==> src/rtl/uart_pkg.sv <==
// Shared types and helpers for the UART transmit path.
// Parity frames are built only when UART_TX_PARITY_EN is defined.
package uart_pkg;

    typedef enum logic [2:0] {
        ST_IDLE,
        ST_START,
        ST_DATA,
        ST_PARITY,
        ST_STOP
    } uart_state_e;

    localparam logic UART_IDLE_LEVEL  = 1'b1;
    localparam logic UART_START_LEVEL = 1'b0;

    // Bits needed to hold 0..n-1, never less than one.
    function automatic int cnt_width(input int n);
        return (n <= 2) ? 1 : $clog2(n);
    endfunction

endpackage

==> src/rtl/uart_baud_counter.sv <==
// Bit-period timer: counts 0..CLKS_PER_BIT-1, pulses bit_done on the last cycle.
// Held at zero while restart is high so a new frame starts on a clean period.
module uart_baud_counter
    import uart_pkg::*;
#(
    parameter int CLKS_PER_BIT = 104
) (
    input  logic clk,
    input  logic rst,
    input  logic restart,
    output logic bit_done
);

    localparam int CW = cnt_width(CLKS_PER_BIT);
    localparam logic [CW-1:0] LAST = CW'(CLKS_PER_BIT - 1);

    logic [CW-1:0] cnt_q;
    logic [CW-1:0] cnt_d;

    always_comb begin
        cnt_d = cnt_q + 1'b1;
        if (restart || (cnt_q == LAST)) begin
            cnt_d = '0;
        end
    end

    assign bit_done = (cnt_q == LAST) && !restart;

    always_ff @(posedge clk) begin
        if (rst) begin
            cnt_q <= '0;
        end else begin
            cnt_q <= cnt_d;
        end
    end

endmodule

==> src/rtl/uart_tx.sv <==
// UART transmitter: start, LSB-first data, optional even parity, stop bits.
// Define UART_TX_PARITY_EN to insert the even-parity bit after the data bits.
module uart_tx
    import uart_pkg::*;
#(
    parameter int CLKS_PER_BIT = 104,
    parameter int DATA_BITS    = 8,
    parameter int STOP_BITS    = 1
) (
    input  logic                 clk,
    input  logic                 rst,
    input  logic [DATA_BITS-1:0] tx_data,
    input  logic                 tx_valid,
    output logic                 tx_ready,
    output logic                 tx,
    output logic                 tx_busy
);

    localparam int IW = cnt_width(DATA_BITS);
    localparam int SW = cnt_width(STOP_BITS);
    localparam logic [IW-1:0] LAST_BIT  = IW'(DATA_BITS - 1);
    localparam logic [SW-1:0] LAST_STOP = SW'(STOP_BITS - 1);

    uart_state_e          state_q, state_d;
    logic [DATA_BITS-1:0] shreg_q, shreg_d;
    logic [IW-1:0]        bit_idx_q, bit_idx_d;
    logic [SW-1:0]        stop_cnt_q, stop_cnt_d;
    logic                 tx_q, tx_d;
    logic                 ready_q, ready_d;
    logic                 busy_q, busy_d;
    logic                 bit_done;
    logic                 accept;
`ifdef UART_TX_PARITY_EN
    logic                 parity_q, parity_d;
`endif

    uart_baud_counter #(
        .CLKS_PER_BIT(CLKS_PER_BIT)
    ) u_baud (
        .clk     (clk),
        .rst     (rst),
        .restart (state_q == ST_IDLE),
        .bit_done(bit_done)
    );

    assign accept = tx_valid && ready_q;

    always_comb begin
        state_d    = state_q;
        shreg_d    = shreg_q;
        bit_idx_d  = bit_idx_q;
        stop_cnt_d = stop_cnt_q;
`ifdef UART_TX_PARITY_EN
        parity_d   = parity_q;
`endif
        unique case (state_q)
            ST_IDLE: begin
                if (accept) begin
                    state_d    = ST_START;
                    shreg_d    = tx_data;
                    bit_idx_d  = '0;
                    stop_cnt_d = '0;
`ifdef UART_TX_PARITY_EN
                    parity_d   = ^tx_data;
`endif
                end
            end
            ST_START: begin
                if (bit_done) begin
                    state_d = ST_DATA;
                end
            end
            ST_DATA: begin
                if (bit_done) begin
                    shreg_d = shreg_q >> 1;
                    if (bit_idx_q == LAST_BIT) begin
                        bit_idx_d = '0;
`ifdef UART_TX_PARITY_EN
                        state_d   = ST_PARITY;
`else
                        state_d   = ST_STOP;
`endif
                    end else begin
                        bit_idx_d = bit_idx_q + 1'b1;
                    end
                end
            end
`ifdef UART_TX_PARITY_EN
            ST_PARITY: begin
                if (bit_done) begin
                    state_d = ST_STOP;
                end
            end
`endif
            ST_STOP: begin
                if (bit_done) begin
                    if (stop_cnt_q == LAST_STOP) begin
                        state_d    = ST_IDLE;
                        stop_cnt_d = '0;
                    end else begin
                        stop_cnt_d = stop_cnt_q + 1'b1;
                    end
                end
            end
            default: begin
                state_d = ST_IDLE;
            end
        endcase
    end

    // Outputs are registered from the next state so tx leads by no comb path.
    always_comb begin
        tx_d = UART_IDLE_LEVEL;
        unique case (state_d)
            ST_START: tx_d = UART_START_LEVEL;
            ST_DATA:  tx_d = shreg_d[0];
`ifdef UART_TX_PARITY_EN
            ST_PARITY: tx_d = parity_d;
`endif
            default:  tx_d = UART_IDLE_LEVEL;
        endcase
        ready_d = (state_d == ST_IDLE);
        busy_d  = (state_d != ST_IDLE);
    end

    always_ff @(posedge clk) begin
        if (rst) begin
            state_q    <= ST_IDLE;
            shreg_q    <= '0;
            bit_idx_q  <= '0;
            stop_cnt_q <= '0;
            tx_q       <= UART_IDLE_LEVEL;
            ready_q    <= 1'b0;
            busy_q     <= 1'b0;
`ifdef UART_TX_PARITY_EN
            parity_q   <= 1'b0;
`endif
        end else begin
            state_q    <= state_d;
            shreg_q    <= shreg_d;
            bit_idx_q  <= bit_idx_d;
            stop_cnt_q <= stop_cnt_d;
            tx_q       <= tx_d;
            ready_q    <= ready_d;
            busy_q     <= busy_d;
`ifdef UART_TX_PARITY_EN
            parity_q   <= parity_d;
`endif
        end
    end

    assign tx       = tx_q;
    assign tx_ready = ready_q;
    assign tx_busy  = busy_q;

endmodule

==> config.mk <==
export PLATFORM = sky130hd
export DESIGN_NAME = uart_tx
export DESIGN_NICKNAME = d
export VERILOG_FILES = /design/src/rtl/uart_pkg.sv /design/src/rtl/uart_baud_counter.sv /design/src/rtl/uart_tx.sv
export SDC_FILE = /design/constraint.sdc
export NUM_CORES = 1
export LEC_CHECK = 0
export BUFFER_PORTS_ARGS = -buffer_cell sky130_fd_sc_hd__buf_2
export CAP_MARGIN = 25
export CORE_MARGIN = 3
export CORE_UTILIZATION = 41
export CTS_CLUSTER_DIAMETER = 80
export DETAILED_ROUTE_END_ITERATION = 8
export PLACE_DENSITY = 0.68
export SYNTH_ARGS = -nofsm -noshare
export SYNTH_HDL_FRONTEND = slang
export SYNTH_SLANG_ARGS = --single-unit
==> constraint.sdc <==
create_clock -name clk -period 3 [get_ports clk]
set_clock_uncertainty 0.1 [all_clocks]
set_input_delay 0.9 -clock clk [delete_from_list [all_inputs] [get_ports clk]]
set_output_delay 0.9 -clock clk [all_outputs]
set_load 0.01 [all_outputs]
# Word-level counts from Yosys, hierarchy flattened
# Cells that the tools add are included.
# totals
out_inout_bits	3
input_bits	11
ff_bits	25
word_cells	53
# classes
reduce_logical	12
addsub	3
n_eq_ne	10
n_mux	19
# op_table
op	count
3-bit two-way mux	9
8-bit two-way mux	2
8-bit case mux with 2 select lines	1
3-bit case mux with 4 select lines	1
7-bit by 1-bit adder with 7-bit output, second input constant	1
7-bit equality test, second input constant	1
3-bit by 1-bit equality test with 1-bit output, second input constant	2
3-bit by 2-bit equality test with 1-bit output, second input constant	2
3-bit equality test, second input constant	2
3-bit logical NOT	2
2-bit != test, second input constant	3
3-bit case mux with 2 select lines	1
3-bit AND reduction	2
1-bit case mux with 2 select lines	2
2-bit nonzero test	2
3-bit by 1-bit adder with 3-bit output, second input constant	1
1-bit two-way mux	3
3-bit nonzero test	1
1-bit logical AND	2
2-bit OR reduction	1
1-bit adder, second input constant	1
1-bit logical NOT	1
1-bit logical OR	1

# Logic depth before layout (Yosys ltp)
# Gate-level depths: netlist of the first run.
# depth
word_depth	7
depth_mapped	8

# Cells and area by module
# Synthesis of the first run repeated with hierarchy kept, for this count alone.
# unflattened
hier_cells	114
hier_area_um2	1066.0
# by_module_without_submodules
mod	area_per_inst_um2	instances	cells_per_inst
uart_tx	752.0	1	80
uart_baud_counter	314.1	1	34

# Worst setup path after synthesis of the first run
# No wires, ideal clock.
# synth_path
path_kind	input to register
from	in tx_valid
to	reg tx_q, in the netlist tx
t_arrival_ps	1990
required_ps	2780
path_stages	5
setup_ps	120
path_buffers	1
path_slack_ps	790
cell_sequence	and3_1 -> clkbuf_2 -> a22oi_1 -> or3b_1 -> a211o_1
# synth_between
elab_chain_cells	5
elab_cells_between_ends	8
# synth_rtl
element	line_no	text
start, declared	uart_tx.sv:13	input logic tx_valid,
1-bit logical AND (*)	uart_tx.sv:46	assign accept = tx_valid && ready_q;
3-bit two-way mux	uart_tx.sv:58	if (accept) begin
3-bit case mux with 4 select lines	uart_tx.sv:56	unique case (state_q)
3-bit by 2-bit equality test with 1-bit output or 3-bit by 1-bit equality test with 1-bit output (tied branches)	uart_tx.sv:114	unique case (state_d)
1-bit case mux with 2 select lines (*)	uart_tx.sv:114	
end signal, assigned	uart_tx.sv:143	tx_q <= tx_d;
end, declared	uart_tx.sv:28	logic tx_q, tx_d;
# Every way passes the cells marked *; elsewhere a longest branch is shown, timed or not. The select of a mux whose other input is x is not followed.
# A chain may end at the register's enable or synchronous reset.

# Final worst setup path of the first run
# layout_path
from	reg state_q[1]
to	reg bit_idx_q[0]
# layout_between
elab_chain_cells	5
elab_cells_between_ends	9
# layout_rtl
element	line_no	text
start, declared	uart_tx.sv:24	uart_state_e state_q, state_d;
start signal, assigned	uart_tx.sv:139	state_q <= state_d;
3-bit logical NOT	uart_tx.sv:42, uart_tx.sv:56	
1-bit logical NOT	uart_baud_counter.sv:27	assign bit_done = (cnt_q == LAST) && !restart;
1-bit logical AND	uart_baud_counter.sv:27	
2-bit != test (no source line)	-	
3-bit AND reduction (no source line)	-	
end signal, assigned	uart_tx.sv:141	bit_idx_q <= bit_idx_d;
end, declared	uart_tx.sv:26	logic [IW-1:0] bit_idx_q, bit_idx_d;
# Parallel ways exist; a longest one is shown, timed or not.

==> results of run 1 <==
## Yosys cell counts (2+ instances only)
library cell	number
nor3_1	2
xor2_1	2
a31oi_1	2
dfxtp_1	24
ha_1	3
nand2_1	10
nor2b_1	3
inv_1	2
or2_2	2
clkbuf_1	4
nor2_1	14
buf_6	2
a22oi_1	8
nor3b_1	3
and3_1	2
nand3_1	3
o21ai_0	2
a21oi_1	12
xnor2_1	3
or3b_1	3
## layout by cell type (no fill, tap or decap), types with 2 or more instances in the layout
cell / instances
a21oi_1: 12
a22oi_1: 8
a31oi_1: 2
and3_1: 2
buf_2: 13
clkbuf_4: 3
dfxtp_1: 24
ha_1: 3
inv_1: 2
nand2_1: 10
nand3_1: 3
nor2_1: 14
nor2b_1: 3
nor3_1: 2
nor3b_1: 3
o21ai_0: 2
or2_2: 2
or3b_1: 3
xnor2_1: 3
xor2_1: 2
## sequential cells by signal, summed over array words and instances (netlist names)
name	flops
state_q	3
u_baud.cnt_q	7
shreg_q	8
bit_idx_q	3
tx_ready	1
tx	1
tx_busy	1
## worst paths after layout
path / slack [ns] / cells after the start / to / from
hold / removal: 0.36 / 1 / u_baud.cnt_q[0] / u_baud.cnt_q[0]
hold reg to reg: 0.36 / 1 / u_baud.cnt_q[0] / u_baud.cnt_q[0]
setup / recovery: 0.70 / 6 / bit_idx_q[0] / state_q[1]
setup reg to reg: 0.70 / 6 / bit_idx_q[0] / state_q[1]
## layer usage
layer / wire length, um / global-route usage, % / vias to the layer above
met5: 0 / 0 / -
met4: 45 / 7.95 / 0
met3: 63 / 2.99 / 5
met2: 869 / 21.3 / 10
met1: 1000 / 16.8 / 389
li1: - / - / 439
## logic make-up (layout without fill, tap and decap cells)
logic type / count (synthesis) / after routing / share of synthesized area [%]
simple gates: 49 / 49 / 24.8
compound gates: 28 / 28 / 16.7
flops: 24 / 24 / 45.4
buf+inv: 10 / 19 / 5.44
xor+xnor: 5 / 5 / 4.14
fa+ha+maj: 3 / 3 / 3.55
## critical path, cell delays in order, from the launching register on
cell and delay [ns]:
dfxtp_1 0.49, or3b_1 0.41, nor3_2 0.27, buf_4 0.21, nor2_1 0.16, or4_1 0.46
a21oi_1 0.14
## power by group through the flow
stage | clock network (mW) | registers [mW] | logic (mW)
2_1_floorplan | 0 | 0.343 | 0.0324
3_3_place_gp | 0 | 0.343 | 0.0431
3_5_place_dp | 0 | 0.344 | 0.0440
4_1_cts | 0.142 | 0.337 | 0.0443
5_1_grt | 0.155 | 0.338 | 0.0501
6_report | 0.138 | 0.337 | 0.0435
## final cells by class
cell class,instances,area (sq um),share of cell area (%)
Tap cell,28,35.0,3.08
Inverter,2,7.51,0.659
Timing Repair Buffer,14,72.6,6.37
Sequential cell,24,480,42.2
Clock buffer,3,22.5,1.98
Multi-Input combinational cell,85,520,45.7
==> metrics.md, run 1 <==
| Metric | Value |
|---|---|
| Peak supply drop | `270 uV` |
| Clock root cell | `clkbuf_4` |
| Post-synth top area share | `45.4%` |
| Fin. Hold Viols | `0` |
| Routed vias/inst | `5.40` |
| Final Cell Area | `1140 sq um` |
| Synth Warn # | `0` |
| Pre-Repair DR Iteration Count | `4` |
| GRT overflow | `0` |
| Worst Path Required | `3.15 ns` |
| Crit path time final | `2.30 ns` |
| Post-synthesis sequential area ratio | `45.4%` |
| RSZ-0062 raised after global routing | `no` |
| Critical path class | `reg -> reg` |
| Via count | `843` |
| Nets | `144` |
| Cell Area, Placed | `1120 sq um` |
| Max clock buf depth | `2` |
| Initial antenna violation count | `0` |
| Final wirelength | `1980 um` |
| Hold_ws | `0.356 ns` |
| Non-filler cells, final | `156` |
| Synth cell types | `33` |
| Worst-skew pair later-pin latency | `0.31 ns` |
| Post-CTS Setup Repair Bufs | `0` |
| Fin worst setup slack | `0.696 ns` |
| Setup WS pre-CTS | `0.469 ns` |
| Pins Over Slew Limit | `0` |
| Worst Hold Class | `reg -> reg` |
| Setup TNS | `0 ns` |
| Post-CTS Resized | `0` |
| Fraction of layout cells with a size suffix above 1 | `15.6%` |
| Asr flop ratio synth | `0%` |
| Top_reg_cell synth | `dfxtp_1` |
| Synthesized area per cell | `8.90 sq um` |
| Reg power frac | `65.0%` |
| Std-Cell Core Area | `2320 sq um` |
| Switch share | `23.6%` |
| Mapped Area | `1060 sq um` |
| Synth top area cells | `dfxtp_1 45%, a21oi_1 5.7%, a22oi_1 5.7%` |
| Number of synthesized register bits | `24` |
| Crit Path Max Fanout | `12` |
| Hold_buf cts | `0` |
| Int Pwr | `395 uW` |
| Vias in the first global route | `822` |
| CTS tree | `built` |
| Port bufs | `13` |
| Tot Pwr | `518 uW` |
| Post-synthesis cell count | `119` |
| DIE WIDTH | `56.8 um` |
| Largest area contributor in the netlist | `dfxtp_1` |
| Outcome | `finished, final reports clean` |
| Ant diodes | `0` |
| I/O pin count | `14` |
| DP HPWL | `1460 um` |
| CP Capture Type | `flip-flop` |
| WL/cell | `12.7 um` |
| Clk slew on worst S/H paths | `0.12 ns` |
| Largest net degree at the start of global routing | `19` |
| Synthesis-to-finish area growth | `7.56%` |
| H-Tree Depth | `1` |
| Number of max-cap violations | `0` |
| Critical path arrival | `2.46 ns` |
| Crit share post-route | `76.8%` |
| Initial core utilization | `45.7%` |
| Rel. slew slack | `55.4%` |
| Slew @ Worst Pin | `0.667 ns` |
| FILL cells | `241` |
| RePlAce Congestion | `0.882` |
| Num rows | `17` |
| Fmax achieved | `434 MHz` |
| Syn nets | `133` |
| Final core occ | `49.1%` |
| GRT Total Usage | `13.5%` |
| Die outline height | `56.8 um` |
| Iter 0 DRT Violations | `16` |
| Placed instance count | `153` |
| Final setup fails | `0` |
| Final ANT Viol Nets | `0` |
| CP Launch Type | `flip-flop` |
| EDFF count, synth | `0` |
| NetSw | `122 uW` |
| Share of total power in combinational logic | `8.4%` |
| Pwr Density | `455 nW/um^2` |
| CTS Sinks | `24` |
| Die area | `3230 sq um` |
| Pleak | `0.408 nW` |
| Clk pwr share | `26.6%` |
| First-pass GRT wire length | `3430 um` |
| Total CTS buffers | `3` |
| Post-route DRC | `0` |
(Power assumes the default switching activity.)
==> run 2: changes to the inputs <==
Settings changed: PLACE_DENSITY 0.68 to 0.7.
Clock period 3 ns to 2.1 ns, I/O delays scaled along.
==> run 2 against run 1 <==
Core utilization up 3.7 points; first-iteration DRC count rose by 6.3%; flip-flop and latch count unchanged; setup slack got worse by 0.63 ns; worst hold slack got worse by 0.0013 ns; total power increased by 55%; sequential share of layout area decreased by 3.0 points; register-to-register slack worse by 0.63 ns; sequential power increased by 42%; critical path type unchanged; critical endpoint is now tx.
==> metrics.md, run 2 (synthesis results as in run 1) <==
| Metric | Value |
|---|---|
| Num rows | `17` |
| Int Pwr | `611 uW` |
| H-Tree Depth | `1` |
| NetSw | `189 uW` |
| Fmax achieved | `492 MHz` |
| CP Launch Type | `flip-flop` |
| Sequential standard cell area | `480 sq um` |
| Pins Over Slew Limit | `0` |
| I/O pin count | `14` |
| Final wirelength | `2050 um` |
| Share of total power in combinational logic | `9.3%` |
| Max FFs per register | `8` |
| Area of the multi-input gates | `526 sq um` |
| Initial antenna violation count | `0` |
| Hold_buf cts | `0` |
| RSZ-0062 raised after global routing | `no` |
| Initial core utilization | `45.7%` |
| Hold Path End | `u_baud.cnt_q[0]` |
| Worst Hold Class | `reg -> reg` |
| Nets | `153` |
| Pre-Repair DR Iteration Count | `4` |
| Largest Register | `shreg_q` |
| Cell Area, Placed | `1180 sq um` |
| Most common cell after layout, fill and taps aside | `dfxtp_1` |
| FILL cells | `213` |
| Fin. Hold Viols | `0` |
| GRT Total Usage | `13.0%` |
| Setup TNS | `0 ns` |
| Final Cell Area | `1220 sq um` |
| Via count | `893` |
| RePlAce Congestion | `0.818` |
| Die area | `3230 sq um` |
| CP Capture Type | `flip-flop` |
| Switch share | `23.6%` |
| Fin worst setup slack | `0.0693 ns` |
| HP Start | `u_baud.cnt_q[0]` |
| Rel. slew slack | `73.8%` |
| Fraction of layout cells with a size suffix above 1 | `22.5%` |
| Tot Pwr | `800 uW` |
| R2r endpoint | `tx` |
| DP HPWL | `1490 um` |
| Outcome | `finished, final reports clean` |
| Final ANT Viol Nets | `0` |
| Crit Path Max Fanout | `8` |
| Worst Path Required | `2.23 ns` |
| Crit path time final | `2.03 ns` |
| Total CTS buffers | `3` |
| Clk slew on worst S/H paths | `0.13 ns` |
| Slew @ Worst Pin | `0.388 ns` |
| Vias in the first global route | `802` |
| CTS tree | `built` |
| Non-filler cells, final | `166` |
| Pwr Density | `653 nW/um^2` |
| Routed vias/inst | `5.38` |
| Port bufs | `13` |
| CTS Sinks | `24` |
| First-pass GRT wire length | `3310 um` |
| Iter 0 DRT Violations | `17` |
| Reg power frac | `60.0%` |
| Setup WS pre-CTS | `0.0463 ns` |
| Number of max-cap violations | `0` |
| WL/cell | `12.3 um` |
| Reg2reg start | `state_q[2]` |
| Crit share post-route | `96.7%` |
| Die outline height | `56.8 um` |
| R2r worst-path depth | `5` |
| Critical path class | `reg -> reg` |
| Largest net degree at the start of global routing | `19` |
| Peak supply drop | `461 uV` |
| Synthesis-to-finish area growth | `15.7%` |
| Critical path arrival | `2.16 ns` |
| WHS Path Cells | `1` |
| Post-route DRC | `0` |
| Clk pwr share | `30.8%` |
| GRT overflow | `0` |
| Std-Cell Core Area | `2320 sq um` |
| Worst-skew pair later-pin latency | `0.32 ns` |
| Most frequent cells in the layout | `24 x dfxtp_1, 14 x nor2_1, 13 x buf_2` |
| Final setup fails | `0` |
| R2r setup slk | `0.07 ns` |
| Hold_ws | `0.355 ns` |
| Max clock buf depth | `2` |
| Clock root cell | `clkbuf_4` |
| DIE WIDTH | `56.8 um` |
| Ant diodes | `0` |
| Final core occ | `52.8%` |
| Pleak | `0.463 nW` |
| Placed instance count | `161` |
| Largest regs | `shreg_q x8, u_baud.cnt_q x7` |
==> run 2: timing repair <==
item | CTS | global route
endpoints found under the setup margin | 0 | 2
buffers inserted | 0 | 1
resized for setup | 0 | 1
==> run 2: worst max-delay path by stage <==
stage | start | slack, ns | cells after the start | endpoint
6_report | state_q[2] | 0.07 | 5 | tx
5_1_grt | state_q[2] | 0.004 | 5 | tx
4_1_cts | u_baud.cnt_q[0] | 0.03 | 7 | tx
3_5_place_dp | tx_valid | 0.05 | 5 | tx
3_3_place_gp | tx_valid | 0.09 | 5 | tx
2_1_floorplan | state_q[1] | 0.05 | 7 | tx
==> run 2: worst max-delay path: stages, from the launching register on <==
cell and delay [ns]:
dfxtp_1 0.40, or3b_1 0.44, nor3_2 0.24, nor3b_1 0.08
or3b_1 0.38, a211o_1 0.29
==> run 2: power groups by stage <==
stage	Clock (mW)	Combinational [mW]	Sequential [mW]
CTS	0.254	0.0745	0.480
detailed placement	0	0.0736	0.490
finish	0.246	0.0741	0.480
global route	0.267	0.0819	0.482
global placement	0	0.0714	0.489
floorplan	0	0.0463	0.490
==> run 2: area by class of cell <==
type / count / share of cell area [%]
flip-flops and latches: 24 / 39.2
well taps: 28 / 2.86
clock buffers: 4 / 2.96
multi-input cells: 85 / 42.9
repair buffers: 23 / 11.4
inverters: 2 / 0.613
==> run 2: metal layers <==
layer | track usage (%) | vias to the layer above | part of all wire [%]
met4 | 6.95 | 0 | 2.5
met1 | 16.2 | 404 | 47
li1 | - | 462 | -
met5 | 0 | - | 0
met3 | 2.99 | 5 | 4.8
met2 | 20.6 | 22 | 46
